## src/rtl/bcd_expand_pkg.sv

```systemverilog
// Shared definitions for the frequency-counter BCD path.
package bcd_expand_pkg;

  typedef enum logic [1:0] {
    ST_IDLE  = 2'd0,
    ST_SHIFT = 2'd1,
    ST_CONV  = 2'd2,
    ST_DONE  = 2'd3
  } state_t;

  localparam int DIGITS    = 7;
  localparam int BCD_W     = 4;
  localparam int BIN_W_DEF = 24;

endpackage

```

## src/rtl/bcd_expand.sv

```systemverilog
// De-normalises a 4-digit BCD mantissa back to 7 aligned digits using its
// decimal-shift count, then converts the 7-digit value to binary, MSD first.
module bcd_expand
  import bcd_expand_pkg::*;
#(
  parameter int BIN_W = BIN_W_DEF
) (
  input  logic             clk,
  input  logic             reset,
  input  logic             start,
  input  logic [3:0]       bcd_in3,
  input  logic [3:0]       bcd_in2,
  input  logic [3:0]       bcd_in1,
  input  logic [3:0]       bcd_in0,
  input  logic [1:0]       decimal_counter,
  output logic [3:0]       bcd6,
  output logic [3:0]       bcd5,
  output logic [3:0]       bcd4,
  output logic [3:0]       bcd3,
  output logic [3:0]       bcd2,
  output logic [3:0]       bcd1,
  output logic [3:0]       bcd0,
  output logic [BIN_W-1:0] bin_out,
  output logic             ready,
  output logic             done_tick
);

  localparam int DIG_W = DIGITS * BCD_W;

  state_t             state_q, state_d;
  logic [DIG_W-1:0]   dig_q, dig_d;
  logic [1:0]         cnt_q, cnt_d;
  logic [BIN_W-1:0]   acc_q, acc_d;
  logic [2:0]         idx_q, idx_d;
  logic [BCD_W-1:0]   cur_digit;

  // State and datapath registers; reset clears everything asynchronously.
  always_ff @(posedge clk or negedge reset) begin
    if (!reset) begin
      state_q <= ST_IDLE;
      dig_q   <= '0;
      cnt_q   <= '0;
      acc_q   <= '0;
      idx_q   <= '0;
    end else begin
      state_q <= state_d;
      dig_q   <= dig_d;
      cnt_q   <= cnt_d;
      acc_q   <= acc_d;
      idx_q   <= idx_d;
    end
  end

  // Selects the digit addressed by the conversion index (0 = bcd6), leaving
  // the digit register intact so it can still drive the BCD outputs.
  always_comb begin
    cur_digit = '0;
    for (int unsigned i = 0; i < DIGITS; i++) begin
      if (idx_q == 3'(i))
        cur_digit = dig_q[(DIGITS-1-i)*BCD_W +: BCD_W];
    end
  end

  // Next-state and datapath updates for idle/shift/conv/done.
  always_comb begin
    state_d   = state_q;
    dig_d     = dig_q;
    cnt_d     = cnt_q;
    acc_d     = acc_q;
    idx_d     = idx_q;
    ready     = 1'b0;
    done_tick = 1'b0;

    case (state_q)
      ST_IDLE: begin
        ready = 1'b1;
        if (start) begin
          dig_d   = {bcd_in3, bcd_in2, bcd_in1, bcd_in0, {(3*BCD_W){1'b0}}};
          cnt_d   = decimal_counter;
          acc_d   = '0;
          idx_d   = '0;
          state_d = ST_SHIFT;
        end
      end

      ST_SHIFT: begin
        if (cnt_q != 2'd0) begin
          dig_d = dig_q >> BCD_W;
          cnt_d = cnt_q - 2'd1;
        end else begin
          state_d = ST_CONV;
        end
      end

      ST_CONV: begin
        acc_d = (acc_q << 3) + (acc_q << 1) + BIN_W'(cur_digit);
        if (idx_q == 3'(DIGITS - 1)) begin
          state_d = ST_DONE;
        end else begin
          idx_d = idx_q + 3'd1;
        end
      end

      ST_DONE: begin
        done_tick = 1'b1;
        state_d   = ST_IDLE;
      end

      default: state_d = ST_IDLE;
    endcase
  end

  assign bcd6    = dig_q[6*BCD_W +: BCD_W];
  assign bcd5    = dig_q[5*BCD_W +: BCD_W];
  assign bcd4    = dig_q[4*BCD_W +: BCD_W];
  assign bcd3    = dig_q[3*BCD_W +: BCD_W];
  assign bcd2    = dig_q[2*BCD_W +: BCD_W];
  assign bcd1    = dig_q[1*BCD_W +: BCD_W];
  assign bcd0    = dig_q[0*BCD_W +: BCD_W];
  assign bin_out = acc_q;

endmodule

```

## config.mk

```make
export PLATFORM = sky130hd
export DESIGN_NAME = bcd_expand
export DESIGN_NICKNAME = d
export VERILOG_FILES = /design/src/rtl/bcd_expand_pkg.sv /design/src/rtl/bcd_expand.sv
export SDC_FILE = /design/constraint.sdc
export NUM_CORES = 1
export LEC_CHECK = 0
export ABC_AREA = 1
export ABC_CLOCK_PERIOD_IN_PS = 3400
export CORE_ASPECT_RATIO = 1.2
export CORE_MARGIN = 2
export CORE_UTILIZATION = 52
export DETAILED_ROUTE_END_ITERATION = 8
export MAX_ROUTING_LAYER = met4
export PLACE_DENSITY = 0.9
export SLEW_MARGIN = 0
export SYNTH_ARGS = -nofsm -noshare
export SYNTH_HDL_FRONTEND = slang
export SYNTH_SLANG_ARGS = --single-unit
```

## constraint.sdc

```tcl
create_clock -name clk -period 3.4 [get_ports clk]
set_clock_uncertainty 0.1 [all_clocks]
set_input_delay 0.85 -clock clk [delete_from_list [all_inputs] [get_ports clk]]
set_output_delay 0.85 -clock clk [all_outputs]
set_load 0.005 [all_outputs]
```

Word level (Yosys, flattened, before mapping)
Cells that the tools add are included.
{"block": "word_totals", "regBits": 59, "inputBits": 21, "out_inout_bits": 54, "elab_cells": 56}
{"block": "op_classes", "add_sub_neg": 4, "eq_ne": 14, "muxes": 24, "n_reduce_logical": 9}
{"operator": "2-to-1 mux 28 bit", "n": 2}
{"operator": "case mux 28 bit (2 select lines)", "n": 1}
{"operator": "case mux 24 bit (2 select lines)", "n": 1}
{"operator": "2-to-1 mux 4 bit", "n": 7}
{"operator": "adder 24 bit", "n": 1}
{"operator": "adder 24 x 4 -> 24 bit", "n": 1}
{"operator": "2-to-1 mux 24 bit", "n": 1}
{"operator": "2-to-1 mux 2 bit", "n": 5}
{"operator": "!= test 2 bit (second input constant)", "n": 5}
{"operator": "== test 3 bit (second input constant)", "n": 3}
{"operator": "AND reduction 3 bit", "n": 3}
{"operator": "case mux 2 bit (4 select lines)", "n": 1}
{"operator": "== test 3 x 2 -> 1 bit (second input constant)", "n": 2}
{"operator": "2-to-1 mux 3 bit", "n": 2}
{"operator": "case mux 3 bit (2 select lines)", "n": 1}
{"operator": "nonzero test 2 bit", "n": 3}
{"operator": "== test 2 bit (second input constant)", "n": 2}
{"operator": "case mux 2 bit (2 select lines)", "n": 1}
{"operator": "adder 3 x 1 -> 3 bit (second input constant)", "n": 1}
{"operator": "== test 3 x 1 -> 1 bit (second input constant)", "n": 1}
{"operator": "zero test 3 bit", "n": 1}
{"operator": "== test 2 x 1 -> 1 bit (second input constant)", "n": 1}
{"operator": "zero test 2 bit", "n": 1}
{"operator": "2-to-1 mux 1 bit", "n": 2}
{"operator": "other kinds (2)", "n": 2}

Logic depth before layout (Yosys ltp)
{"block": "depth", "depth_word": 10, "mapped_depth": 25, "ltp_nobuf": 25}

Worst setup path before layout
No wires, ideal clock.
{"block": "synth_path", "path_kind": "register -> register", "start": "register idx_q[0]", "end": "register acc_q[14], in the netlist bin_out[14]", "setup_ns": 0.126, "t_arrival_ns": 2.876, "t_required_ns": 3.174, "path_slack_ns": 0.298, "path_stages_with_launch": 24, "synth_period_minus_slack_ns": 3.102, "path_cell_list": "dfrtp_1 > ha_1 > ha_1 > inv_1 > o21ai_0 > inv_1 > nand2_1 > nand2_1 > nand2_1 > nand2_1 > nand2_1 > nand2_1 > fa_1 > fa_1 > inv_1 > nand3_1 > nand3_1 > nand2_1 > nand2_1 > nand2_1 > nand2_1 > nand2_1 > nand2_1 > o21ai_0"}
{"block": "synth_via", "elab_chain_len": 10}
{"element": "start, declared", "line_no": "bcd_expand.sv:34", "rtl": "logic [2:0] idx_q, idx_d;"}
{"element": "start signal, assigned", "line_no": "bcd_expand.sv:50", "rtl": "idx_q <= idx_d;"}
{"element": "zero test 3 bit", "line_no": "bcd_expand.sv:59", "rtl": "if (idx_q == 3'(i))"}
{"element": "2-to-1 mux 4 bit (6 in series)", "line_no": "bcd_expand.sv:59"}
{"element": "2-to-1 mux 4 bit (*)", "line_no": "bcd_expand.sv:59"}
{"element": "adder 24 x 4 -> 24 bit (*)", "line_no": "bcd_expand.sv:96", "rtl": "acc_d = (acc_q << 3) + (acc_q << 1) + BIN_W'(cur_digit);"}
{"element": "case mux 24 bit (2 select lines) (*)", "line_no": "bcd_expand.sv:74", "rtl": "case (state_q)"}
{"element": "end signal, assigned", "line_no": "bcd_expand.sv:43", "rtl": "acc_q <= '0;"}
{"element": "end signal, assigned", "line_no": "bcd_expand.sv:49", "rtl": "acc_q <= acc_d;"}
{"element": "end, declared", "line_no": "bcd_expand.sv:33", "rtl": "logic [BIN_W-1:0] acc_q, acc_d;"}
Mark *: on every way between the ends. The rest lies on a longest branch, timed or not.
A chain may end at the register's enable or synchronous reset.

Final worst setup path
{"block": "layout_path", "start": "register idx_q[0]", "end": "register acc_q[17], in the netlist bin_out[17]"}
The elaborated chain is that of the path after synthesis.

==> results.py <==
metrics = {
    "status": {
        "outcome": "finished clean",
    },
    "clock_tree": {
        "cts_made_buffers": 9,
        "worst_skew_pair_latency_ps": 360,
        "cts_max_level": 3,
        "cts_root_buffer": "clkbuf_8",
        "path_clk_slew_ps": 80,
        "max-clock-path-buffers": 2,
        "tritoncts": "built",
        "clkSinkCount": 59,
    },
    "detailed_routing": {
        "drt-initial-drc-count": 248,
        "via_count": 4747,
        "1st_pass_router_iterations": 6,
        "route.antenna.remaining_nets": 0,
        "drc_errors": 0,
        "routed_wirelength_um": 13200,
        "route.detailed.vias_per_inst": 5.37,
        "route.detailed.wl_per_inst_um": 14.9,
    },
    "synthesis": {
        "ys_types": 35,
        "synth-async-reset-ratio_pct": 100,
        "syn-instance-count": 678,
        "synth_area_um2": 4720,
        "synth_top_flop_cell": "dfrtp_1",
        "yosysMostFrequentCell": "nand2_1",
        "yosys-top-cells-area": "dfrtp_1, nand2_1, ha_1",
        "synth_enable_flop_cells": 0,
        "synth_nets": 753,
        "synth_top_cells_by_count": "nand2_1, inv_1, dfrtp_1",
        "syn_area_per_cell_um2": 6.96,
        "synth_top_cell_by_area": "dfrtp_1",
        "post-synth-top-area-fraction_pct": 31.3,
        "seq_area_frac_synth_pct": 31.3,
        "synth-warning-count": 0,
        "synth-seq-cells": 59,
    },
    "floorplanning": {
        "die-area_um2": 9850,
        "floorplan.die.width_um": 90.9,
        "design.core.area_um2": 8940,
        "die_h_um": 108,
        "floorplan.rows": 38,
        "start_util_pct": 52.8,
        "pin_count": 75,
    },
    "global_routing": {
        "track_usage_pct": 28.4,
        "number_of_antenna_violations_at_the_first_check_in_global_routing": 0,
        "grt_max_degree": 60,
        "grt_first_pass_wirelength_um": 21500,
        "grt-ovfl-total": 0,
        "first_global_vias": 4669,
    },
    "hold_path": {
        "hold_class": "input pin to async pin",
    },
    "worst_setup_path": {
        "critical_path.endpoint_type": "flip-flop",
        "cpMaxStageDelayCell": "fa_2",
        "crit_chain": "buf_4 > ha_4 > nor3_2 > o21ai_1 > nand2_1 > nand2_1 > nand2_1 > nand2_1 > nand2_1 > nand2_1 > fa_2 > inv_2 > ha_4 > nand2_1 > nand2_2 > nand2_2 > o21ai_1 > buf_4 > nand2_2 > nand2_1 > nand2_1 > nand3_1 > nand2_1",
        "cp.arrival_ps": 3430,
        "crit_top_cell": "nand2_1",
        "critical_path_required_ps": 3550,
        "critPathKind": "flip-flop to flip-flop",
        "r2r_slack_ps": 120,
        "crit_buf_inv": 3,
        "cpLargestDelayFamily": "adder cells",
        "worst_stage_delay_on_the_critical_path_ps": 600,
        "critical_path_start_type": "flip-flop",
        "crit_fanout": 6,
    },
    "timing": {
        "tightestPinTransition_ps": 744,
        "max_transition_margin_pct": 50.4,
        "report.final.hold_viol_count": 0,
        "max_freq_mhz": 305,
        "final-max-slew-violation-count": 0,
        "period_minus_slack_ps": 3280,
        "number_of_failing_setup_endpoints_in_the_final_timing_report": 0,
        "min_period_over_period_pct": 96.3,
    },
    "final_layout": {
        "antennaDiodeCount": 0,
        "multi_input_area_um2": 2850,
        "drive_gt1_share_pct": 11.8,
        "area_growth_syn_to_layout_pct": 25.3,
        "post-route-util_pct": 66.1,
        "filler_cell_count": 836,
        "finish.net_count": 834,
        "seq_area_um2": 1480,
    },
    "power_and_ir_drop": {
        "sw_frac_of_total_pct": 48.9,
        "cell_internal_pwr_uw": 2730,
        "seq_power_share_pct": 23.5,
        "power.static_leakage_uw": 0.00309,
        "p_total_uw": 5350,
        "power.density_nw_per_um2": 905,
        "worst_voltage_drop_across_the_vdd_grid_uv": 726,
        "power_frac_clock_pct": 12.6,
        "p_switching_uw": 2620,
        "power_frac_comb_pct": 63.9,
    },
    "placed_design": {
        "post-dp-hpwl_um": 9940,
        "gp_congestion": 0.898,
        "portbufs": 74,
    },
    "flow_run": {
        "cap_viol_max_count": 0,
    },
}
timing repair:
| action | CTS | global route |
|---|---|---|
| setup endpoints to repair | 3 | 18 |
| setup buffers | 0 | 4 |
| hold buffers | 0 | 0 |
| hold endpoints to repair | 0 | 0 |
| resized for setup | 3 | 40 |
| pin swaps | 0 | 6 |
path summary, 6_finish.rpt:
path	depth (start not counted)	end	startpoint
worst min register to register	2	bin_out[23]	bin_out[23]
worst max-delay path	23	bin_out[17]	idx_q[0]
max in group asynchronous	2	bin_out[23]	reset
worst min-delay path	2	bin_out[10]	reset
worst max register to register	23	bin_out[17]	idx_q[0]
min in group clk	2	bin_out[23]	bin_out[23]
cell families after synthesis:
kind of cell,synth area share (%)
DFF,31.3
and+or+nand+nor,30.3
buffers and inverters,10.7
adders and majority gates,14.6
AOI/OAI and AO/OA,12.4
xor gates and xnor gates,0.557
cell usage in the layout, fill, tap and decap left out, types with 2 or more instances in the layout:
cell type,count
nand3_2,11
fa_2,2
clkdlybuf4s50_1,73
nand4_1,4
nand2_2,10
buf_4,9
nor3_1,5
nand2_1,223
o21ai_1,5
clkbuf_8,9
o21bai_1,2
nor2_2,2
a21oi_1,24
ha_1,45
clkinv_4,3
nand3b_1,5
xor2_1,3
ha_4,4
o211ai_1,5
inv_1,98
dfrtp_1,58
o21ai_0,39
o31ai_1,7
nor2_1,41
nand3_1,32
ha_2,3
inv_2,11
o21ai_2,14
final cells by class:
| cell class | instances | share of cell area, % |
|---|---|---|
| clock inverter | 7 | 1.31 |
| multi-input combinational | 496 | 48.2 |
| inverter | 109 | 6.92 |
| sequential | 59 | 25.0 |
| timing repair buffer | 84 | 13.9 |
| clock buffer | 9 | 2.10 |
| tap | 120 | 2.54 |
registers in the layout, summed over array words and instances (netlist names):
register,flops
cnt_q,2
state_q,2
idx_q,3
bin_out,24
dig_q,28
metal layers:
metal | GRT usage, % | wire [µm] | up-vias
met4 | 16.7 | 604 | 0
met3 | 4.25 | 528 | 48
met1 | 28.7 | 5010 | 2215
met2 | 52.0 | 7020 | 164
li1 | - | - | 2320
met5 | - | 0 | -
stage by stage:
step | setup slack, ps | hold WS, ps | instances | area, µm² | TNS (ps)
after floorplan | 298 | 373 | 678 | 4720 | 0
after CTS | 22.2 | 389 | 880 | 5770 | 0
after global routing | -113 | 400 | 884 | 5910 | -529
final | 124 | 370 | 884 | 5910 | 0
after global placement | 96.2 | 384 | 864 | 5560 | 0
after detailed placement | -2.42 | 390 | 864 | 5560 | -2.42
worst register-to-register path, delay by kind of cell, from the launching register on:
family	cells	cell delay, ps
AO/OA/AOI/OAI	2	190
adder cells (fa/ha/maj)	3	1050
buffers and inverters	3	350
flip-flops	1	450
AND/OR/NAND/NOR	15	1010
power by group through the flow:
stage / sequential, µW / clock, µW / combinational (µW)
floorplan: 1220 / 0 / 2150
global placement: 1260 / 0 / 3060
detailed placement: 1260 / 0 / 3180
CTS: 1250 / 682 / 3210
global route: 1290 / 706 / 3880
finish: 1260 / 672 / 3420
(Power assumes the default switching activity.)
